[src/rtl/rtc_time_setter.sv]
// rtl/rtc_time_setter.sv - push-button time-set front end for the RTC
// Debounces mode/up/down buttons and drives the RTC load strobe with new hour/minute values.

module rtc_btn_debounce #(
  parameter int CYC = 4
) (
  input  logic clk,
  input  logic reset_n,
  input  logic btn,
  output logic press
);
  localparam int CW = $clog2(CYC + 1);
  localparam logic [CW-1:0] LAST = CW'(CYC - 1);

  logic [1:0]    sync;
  logic          level;
  logic          level_q;
  logic [CW-1:0] cnt;

  // Level flips once the synced input has differed for CYC consecutive samples.
  always_ff @(posedge clk or negedge reset_n) begin
    if (!reset_n) begin
      sync    <= 2'b00;
      level   <= 1'b0;
      level_q <= 1'b0;
      cnt     <= '0;
    end else begin
      sync    <= {sync[0], btn};
      level_q <= level;
      if (sync[1] == level) begin
        cnt <= '0;
      end else if (cnt == LAST) begin
        level <= ~level;
        cnt   <= '0;
      end else begin
        cnt <= cnt + CW'(1);
      end
    end
  end

  assign press = level & ~level_q;
endmodule

module rtc_time_setter #(
  parameter int CLK_HZ      = 100_000_000,
  parameter int DEBOUNCE_MS = 20,
  parameter int TIMEOUT_S   = 10
) (
  input  logic       i_clk,
  input  logic       i_reset_n,
  input  logic       i_btn_mode,
  input  logic       i_btn_up,
  input  logic       i_btn_down,
  input  logic [7:0] i_cur_min,
  input  logic [7:0] i_cur_hour,
  output logic       o_modify,
  output logic [7:0] o_im_min,
  output logic [7:0] o_im_hour,
  output logic [1:0] o_set_mode
);
  localparam int DEBOUNCE_CYC = CLK_HZ / 1000 * DEBOUNCE_MS;
  localparam int TIMEOUT_CYC  = CLK_HZ * TIMEOUT_S;
  localparam int TW           = $clog2(TIMEOUT_CYC);
  localparam logic [TW-1:0] TIMEOUT_LAST = TW'(TIMEOUT_CYC - 1);

  typedef enum logic [1:0] {
    RUN      = 2'd0,
    SET_HOUR = 2'd1,
    SET_MIN  = 2'd2,
    COMMIT   = 2'd3
  } state_t;

  state_t        state;
  logic [TW-1:0] tcnt;
  logic          mode_p;
  logic          up_p;
  logic          down_p;
  logic          any_p;
  logic          inc;
  logic          dec;

  rtc_btn_debounce #(.CYC(DEBOUNCE_CYC)) u_db_mode (
    .clk(i_clk), .reset_n(i_reset_n), .btn(i_btn_mode), .press(mode_p)
  );
  rtc_btn_debounce #(.CYC(DEBOUNCE_CYC)) u_db_up (
    .clk(i_clk), .reset_n(i_reset_n), .btn(i_btn_up), .press(up_p)
  );
  rtc_btn_debounce #(.CYC(DEBOUNCE_CYC)) u_db_down (
    .clk(i_clk), .reset_n(i_reset_n), .btn(i_btn_down), .press(down_p)
  );

  // Mode wins over up/down; up and down together cancel out.
  assign any_p = mode_p | up_p | down_p;
  assign inc   = up_p & ~down_p & ~mode_p;
  assign dec   = down_p & ~up_p & ~mode_p;

  always_ff @(posedge i_clk or negedge i_reset_n) begin
    if (!i_reset_n) begin
      state     <= RUN;
      tcnt      <= '0;
      o_modify  <= 1'b0;
      o_im_min  <= 8'd0;
      o_im_hour <= 8'd0;
    end else begin
      o_modify <= 1'b0;
      case (state)
        RUN: begin
          tcnt <= '0;
          if (mode_p) begin
            o_im_hour <= (i_cur_hour > 8'd23) ? 8'd0 : i_cur_hour;
            o_im_min  <= (i_cur_min > 8'd59) ? 8'd0 : i_cur_min;
            state     <= SET_HOUR;
          end
        end
        SET_HOUR: begin
          if (mode_p) begin
            state <= SET_MIN;
            tcnt  <= '0;
          end else if (any_p) begin
            tcnt <= '0;
            if (inc) begin
              o_im_hour <= (o_im_hour == 8'd23) ? 8'd0 : o_im_hour + 8'd1;
            end else if (dec) begin
              o_im_hour <= (o_im_hour == 8'd0) ? 8'd23 : o_im_hour - 8'd1;
            end
          end else if (tcnt == TIMEOUT_LAST) begin
            state <= RUN;
            tcnt  <= '0;
          end else begin
            tcnt <= tcnt + TW'(1);
          end
        end
        SET_MIN: begin
          if (mode_p) begin
            state    <= COMMIT;
            o_modify <= 1'b1;
            tcnt     <= '0;
          end else if (any_p) begin
            tcnt <= '0;
            if (inc) begin
              o_im_min <= (o_im_min == 8'd59) ? 8'd0 : o_im_min + 8'd1;
            end else if (dec) begin
              o_im_min <= (o_im_min == 8'd0) ? 8'd59 : o_im_min - 8'd1;
            end
          end else if (tcnt == TIMEOUT_LAST) begin
            state <= RUN;
            tcnt  <= '0;
          end else begin
            tcnt <= tcnt + TW'(1);
          end
        end
        COMMIT: begin
          state <= RUN;
          tcnt  <= '0;
        end
      endcase
    end
  end

  assign o_set_mode = state;
endmodule

[config.mk]
export PLATFORM = sky130hd
export DESIGN_NAME = rtc_time_setter
export DESIGN_NICKNAME = d
export VERILOG_FILES = /design/src/rtl/rtc_time_setter.sv
export SDC_FILE = /design/constraint.sdc
export NUM_CORES = 1
export LEC_CHECK = 0
export BUFFER_PORTS_ARGS = -buffer_cell sky130_fd_sc_hd__buf_2
export CORE_MARGIN = 3
export CORE_UTILIZATION = 59
export DETAILED_ROUTE_END_ITERATION = 8
export PLACE_DENSITY_LB_ADDON = 0.2
export SYNTH_ARGS = -nofsm -noshare
export SYNTH_HDL_FRONTEND = slang
export SYNTH_SLANG_ARGS = --single-unit
[constraint.sdc]
create_clock -name i_clk -period 6.33 [get_ports i_clk]
set_clock_uncertainty 0.2 [all_clocks]
set_input_delay 0.3165 -clock i_clk [delete_from_list [all_inputs] [get_ports i_clk]]
set_output_delay 0.3165 -clock i_clk [all_outputs]
set_load 0.02 [all_outputs]
==> results of run 1 <==
-- worst paths after layout --
kind,from,to,slack [ns],cells after the start
max in group asynchronous,i_reset_n,tcnt[17]$_DFF_PN0_,4.28,3
min in group asynchronous,i_reset_n,u_db_down.cnt[11]$_DFF_PN0_,0.24,2
setup reg to reg,tcnt[0]$_DFF_PN0_,tcnt[20]$_DFF_PN0_,3.44,5
hold reg to reg,u_db_up.sync[0]$_DFF_PN0_,u_db_up.sync[1]$_DFF_PN0_,0.14,0
hold / removal,i_cur_min[0],o_im_min[0]$_DFFE_PN0P_,0.03,3
setup / recovery,tcnt[0]$_DFF_PN0_,tcnt[20]$_DFF_PN0_,3.44,5
-- power breakdown --
| group | internal (mW) | switching [mW] |
|---|---|---|
| logic | 0.0144 | 0.0303 |
| registers | 0.800 | 0.00670 |
| clock network | 0.684 | 0.327 |
| total | 1.50 | 0.364 |
-- flip-flops by register name, summed over array words and instances (netlist names), 2 cells and up --
register,flops
o_set_mode,2
u_db_down.cnt,21
u_db_up.sync,2
u_db_mode.cnt,21
u_db_mode.sync,2
tcnt,30
u_db_up.cnt,21
o_im_min,8
u_db_down.sync,2
o_im_hour,8
-- cells in the mapped netlist, drive strengths merged, types with 17 or more instances --
| library cell | instances |
|---|---|
| clkbuf | 17 |
| nor3 | 24 |
| dfrtp | 124 |
| nand2 | 52 |
| nand3 | 54 |
| nor4 | 19 |
| and3 | 24 |
| xnor2 | 50 |
| xor2 | 45 |
| inv | 24 |
| nand4 | 25 |
| nor2 | 128 |
-- timing repair --
item,in CTS,in global routing
hold buffers,7,0
hold endpoints to repair,48,0
endpoints found under the setup margin,0,0
buffers inserted,0,0
-- area by class of cell --
cell class	instances	area, um^2
clock inverters	7	137.6
well taps	140	175.2
multi-input cells	558	3418
fillers	851	3353
repair buffers	47	275.3
inverters	24	90.09
clock buffers	23	478.0
flip-flops and latches	124	3103
-- through the flow --
step | power [mW] | utilization [%] | instance area, um^2 | setup slack (ns) | hold slack (ns)
2_1_floorplan | 0.8349 | - | 6766 | 4.140 | -0.1791
4_1_cts | 1.882 | 69.60 | 7677 | 3.426 | 0.02031
6_report | 1.863 | 69.60 | 7677 | 3.437 | 0.03256
3_5_place_dp | 0.8628 | 63.38 | 6992 | 3.449 | 0.1370
3_3_place_gp | 0.8613 | 63.38 | 6992 | 3.566 | 0.1306
5_1_grt | 1.927 | 69.60 | 7677 | 3.140 | 0.05411
-- routing by layer --
layer | track usage [%] | wire (um) | vias to the layer above
met4 | 9.135 | 172 | 0
met2 | 38.63 | 6970 | 160
li1 | - | - | 2652
met3 | 6.043 | 655 | 16
met5 | 0 | 0 | -
met1 | 30.33 | 6451 | 2699
-- kinds of logic (layout without fill, tap and decap cells) --
logic type / after synthesis / count (layout) / synth area share [%]
DFF: 124 / 124 / 45.86
buffers and inverters: 52 / 101 / 3.624
muxes: 4 / 4 / 0.6656
xor gates and xnor gates: 95 / 95 / 12.30
AOI/OAI and AO/OA: 72 / 72 / 7.453
and+or+nand+nor: 373 / 373 / 27.51
adders and majority gates: 14 / 14 / 2.589
-- worst max-delay path, delay by kind of cell (launching register included) --
family | cells | cell delay, ns
AND/OR/NAND/NOR | 4 | 1.84
flip-flops | 1 | 0.42
adder cells (fa/ha/maj) | 1 | 0.26
-- cell usage in the layout, fill, tap and decap left out, drive strengths merged, types with 3 or more instances in the layout --
cell | synthesis | routed
xor2 | 45 | 45
clkbuf | 17 | 23
nor2 | 128 | 128
mux2 | 4 | 4
nand3 | 54 | 54
nand2 | 52 | 52
o22ai | 3 | 3
a31oi | 6 | 6
xnor2 | 50 | 50
nor3 | 24 | 24
dfrtp | 124 | 124
dlygate4sd3 | 0 | 7
a32oi | 3 | 3
o211ai | 4 | 4
inv | 24 | 24
nand3b | 3 | 3
o21ai | 10 | 10
and2 | 5 | 5
ha | 14 | 14
or2 | 4 | 4
nor4b | 6 | 6
and3 | 24 | 24
a22oi | 3 | 3
nand4 | 25 | 25
a21oi | 16 | 16
a21o | 3 | 3
buf | 11 | 40
nor2b | 7 | 7
bufinv | 0 | 4
nor4 | 19 | 19
and4 | 11 | 11
==> metrics.md, run 1 <==
| Metric | Value |
|---|---|
| Status | finished, final reports clean |
| Most used flip-flop cell after synthesis | sky130_fd_sc_hd__dfrtp_1 |
| CTS tree | built |
| Die width | 113.1 um |
| DP Cell Count | 886 |
| Latest clock arrival within the worst-skew pair | 0.41 ns |
| Yosys Warn Count | 0 |
| Slew at the pin with the worst max-slew slack | 1.316 ns |
| Core region area | 11,030 um^2 |
| Post-detailed-route count of antenna-violating nets | 0 |
| Highest net fanout along the worst path | 28 |
| Endpoints failing setup | 0 |
| Library cell contributing the largest single delay on the critical path | sky130_fd_sc_hd__or2_1 |
| Cell count after synthesis | 734 |
| Number of failing hold endpoints at the final stage | 0 |
| Top cells by area, synth | sky130_fd_sc_hd__dfrtp_1 46%, sky130_fd_sc_hd__nor2_1 7.1%, sky130_fd_sc_hd__xnor2_1 6.5%, sky130_fd_sc_hd__xor2_1 5.8%, sky130_fd_sc_hd__nand3_1 4.0% |
| Syn Area/Cell | 9.219 um^2 |
| Hold Crit Class | primary input to flip-flop |
| Flop and latch count out of synthesis | 124 |
| Yosys top cell area share | 45.86% |
| Final period util | 45.70% |
| Endpoint kind of the worst setup timing path | flip-flop |
| Fraction of layout cells with a size suffix above 1 | 10.09% |
| Worst supply voltage drop on vdd | 0.0003190 V |
| Total I/O pin count | 40 |
| Number of levels the H-tree was split into | 4 |
| Root Buffer Master | sky130_fd_sc_hd__clkbuf_16 |
| Final #Nets | 807 |
| Total GRT Usage | 23.62% |
| Number of port buffers | 39 |
| Number of global-route vias before repair | 5,527 |
| Lkg Pwr | 3.235 nW |
| Unrepaired setup endpoints after global routing | no |
| Fmax achieved | 345.7 MHz |
| Nature of the critical path startpoint | flip-flop |
| Full die area | 12,790 um^2 |
| Clock period minus worst slack | 2.893 ns |
| Synthesized area | 6766 um^2 |
| Global-route wire length before repair | 24.74 mm |
| Relative slew margins | 10.01% |
| Fraction of registers with async set or reset after synthesis | 100.0% |
| Layout Area Growth over Synthesis | 13.46% |
| Post-CTS sizing | 0 |
| Synth cell types | 59 |
| Final cell count without fillers | 923 |
| Max-slew violation total from the final report | 0 |
| TritonCTS buffer count | 17 |
| Wire length per cell | 15.44 um |
| Num rows | 38 |
| Critical path data arrival time | 2.94 ns |
| Cell accounting for the most synthesized area | sky130_fd_sc_hd__dfrtp_1 |
| Post-synth EDFFs | 0 |
| Die height | 113.1 um |
| N_diodes | 0 |
| Maximum count of clock buffers along a single path | 2 |
| Clock transition at path regs | 0.06 ns |
| Total power divided by cell area | 242.6 nW/um^2 |
| Syn nets | 769 |
| Starting Density | 61.34% |
| Final GP Congestion | 0.8547 |
| Total length of routed wires | 14.25 mm |
| Number of remaining DRC errors | 0 |
| Type of the worst setup path | flip-flop to flip-flop |
| Post-detailed-route via-to-cell ratio | 5.988 |
| Placed wire-length estimate after detailed placement | 9.515 mm |
| Pin count of the biggest net entering global routing | 83 |
| # Max-Cap Violations | 0 |
| Total number of vias | 5,527 |
| Number of antenna violations at the first check in global routing | 0 |
| Number of optimization iterations in the first detailed-route pass | 5 |
| Critical path's largest stage delay | 0.77 ns |
| Global route total overflow | 0 |
| Sequential share of the synthesized area | 45.86% |
| Number of sinks handled by clock tree synthesis | 124 |
| Iteration-0 DRC count of the detailed router | 497 |
| Required time of the critical path | 6.38 ns |
| Critical path cell sequence | ha_1 -> nand4_1 -> nor4_2 -> or2_1 -> nor2_1 |
| Sum of negative setup slack | 0 ns |
Power figures use the tool's default switching activity.
==> inputs of run 2 (changes only) <==
Clock period 6.33 ns to 2.7 ns, I/O delays scaled along.
==> metrics.md, run 2 (same netlist as run 1, synthesis figures left out) <==
| Metric | Value |
|---|---|
| Status | finished, final reports clean |
| Part of the total power dissipated in the clock network | 51.7% |
| Final Cell Area | 7860 um^2 |
| Most frequent cells in the layout | 128 x sky130_fd_sc_hd__nor2_1, 124 x sky130_fd_sc_hd__dfrtp_1, 54 x sky130_fd_sc_hd__nand3_1 |
| Number of sinks handled by clock tree synthesis | 124 |
| Number of antenna violations at the first check in global routing | 0 |
| Die height | 113.1 um |
| Final #Nets | 829 |
| Area after DPL | 7099 um^2 |
| Setup Fix Bufs, Post-CTS | 0 |
| Internal Pwr Total | 3.259 mW |
| Proportion of total power due to net switching | 21.78% |
| DP Cell Count | 897 |
| Max-slew violation total from the final report | 0 |
| Post-route worst hold slack | 0.04121 ns |
| Endpoint kind of the worst setup timing path | flip-flop |
| Type of the worst setup path | flip-flop to flip-flop |
| Full die area | 12,790 um^2 |
| Global route total overflow | 0 |
| Clock transition at path regs | 0.05 ns |
| Most common cell after layout, fill and taps aside | sky130_fd_sc_hd__nor2_1 |
| Placed wire-length estimate after detailed placement | 9.826 mm |
| Critical path cell sequence | inv_1 -> ha_2 -> nor4_1 -> nand4_1 -> dlygate4sd3_1 -> o221ai_1 |
| Number of remaining DRC errors | 0 |
| Pin count of the biggest net entering global routing | 50 |
| Post-detailed-route count of antenna-violating nets | 0 |
| Post-detailed-route via-to-cell ratio | 6.030 |
| Library cell contributing the largest single delay on the critical path | sky130_fd_sc_hd__dlygate4sd3_1 |
| Number of failing hold endpoints at the final stage | 0 |
| Wire length per cell | 15.88 um |
| Num rows | 38 |
| Starting Density | 61.34% |
| Layout Area Growth over Synthesis | 16.16% |
| Switching power | 0.9078 mW |
| Total GRT Usage | 25.20% |
| Root Buffer Master | sky130_fd_sc_hd__clkbuf_16 |
| Hold Crit Class | primary input to flip-flop |
| Final GP Congestion | 0.8700 |
| Highest net fanout along the worst path | 11 |
| Clock period minus worst slack | 2.529 ns |
| Slew at the pin with the worst max-slew slack | 0.7022 ns |
| Required time of the critical path | 2.82 ns |
| Endpoints failing setup | 0 |
| Number of levels the H-tree was split into | 4 |
| Die width | 113.1 um |
| Iteration-0 DRC count of the detailed router | 595 |
| # Max-Cap Violations | 0 |
| Number of global-route vias before repair | 5,655 |
| Power share of the combinational group | 3.0% |
| Total I/O pin count | 40 |
| Final period util | 93.67% |
| Core region area | 11,030 um^2 |
| Critical path's largest stage delay | 0.61 ns |
| Total power divided by cell area | 530.2 nW/um^2 |
| N_diodes | 0 |
| Latest clock arrival within the worst-skew pair | 0.42 ns |
| Sequential power share | 45.4% |
| TritonCTS buffer count | 17 |
| Lkg Pwr | 3.308 nW |
| Number of port buffers | 39 |
| Worst supply voltage drop on vdd | 0.0008564 V |
| Worst path buffer plus inverter count | 2 |
| Top Family by Delay on Critical Path | simple AND/OR/NAND/NOR gates |
| Critical path data arrival time | 2.65 ns |
| Global-route wire length before repair | 26.21 mm |
| Total number of vias | 5,710 |
| Relative slew margins | 53.18% |
| Final cell count without fillers | 947 |
| Nature of the critical path startpoint | flip-flop |
| Number of flip-flops in the largest register | 30 |
| Number of optimization iterations in the first detailed-route pass | 6 |
| Sum of negative setup slack | 0 ns |
| Top register by number of flip-flops | tcnt |
| Fmax achieved | 395.4 MHz |
| CTS tree | built |
| Fraction of layout cells with a size suffix above 1 | 12.02% |
| Unrepaired setup endpoints after global routing | no |
| Maximum count of clock buffers along a single path | 2 |
| Total length of routed wires | 15.04 mm |
| Post-layout utilization of the core | 71.26% |
[run 2: final cells by class]
class / count / area, um^2
repair buffers: 69 / 493.0
well taps: 140 / 175.2
multi-input cells: 558 / 3433
clock inverters: 9 / 87.58
inverters: 24 / 90.09
flip-flops and latches: 124 / 3103
fillers: 804 / 3171
clock buffers: 23 / 478.0
[run 2: timing repair]
action                                  CTS  global route
resized for setup                         0             5
endpoints found under the setup margin    0             6
hold buffers                             18             0
hold endpoints to repair                 59             0
[run 2: per-layer routing]
metal	vias up	GRT usage (%)	part of all wire, %
met5	-	0	0
met4	0	9.615	2.1
met3	40	6.257	5.3
met2	185	40.92	48
met1	2790	32.81	44
li1	2695	-	-
[run 2: power by group through the flow]
stage	clock network [mW]	registers [mW]	logic, mW
floorplan	0	1.92	0.0370
global placement	0	1.92	0.104
detailed placement	0	1.92	0.107
CTS	2.19	1.89	0.126
global route	2.28	1.89	0.140
finish	2.15	1.89	0.124
[run 2: worst paths after layout]
kind                                           start                           to  slack, ns  cells past startpoint
setup / recovery           o_set_mode[0]$_DFFE_PN0P_      o_im_min[2]$_DFFE_PN0P_       0.17                      6
hold / removal                         i_cur_hour[3]     o_im_hour[3]$_DFFE_PN0P_       0.04                      5
setup reg to reg           o_set_mode[0]$_DFFE_PN0P_      o_im_min[2]$_DFFE_PN0P_       0.17                      6
hold reg to reg            u_db_up.sync[0]$_DFF_PN0_    u_db_up.sync[1]$_DFF_PN0_       0.14                      0
max in group asynchronous                  i_reset_n           tcnt[25]$_DFF_PN0_       1.53                      3
min in group asynchronous                  i_reset_n  u_db_down.cnt[12]$_DFF_PN0_       0.12                      2
[run 2: through the flow]
step	setup slack (ns)	power, mW
after floorplan	0.5098	1.957
after CTS	0.06831	4.204
final	0.1710	4.167
after detailed placement	0.1668	2.030
after global placement	0.3258	2.027
after global routing	0.05957	4.312
[run 2: worst reg2reg max path: stages (launching register included)]
cell                            delay (ns)
sky130_fd_sc_hd__dfrtp_1              0.39
sky130_fd_sc_hd__inv_1                0.11
sky130_fd_sc_hd__ha_2                 0.27
sky130_fd_sc_hd__nor4_1               0.55
sky130_fd_sc_hd__nand4_1              0.22
sky130_fd_sc_hd__dlygate4sd3_1        0.61
sky130_fd_sc_hd__o221ai_1             0.08
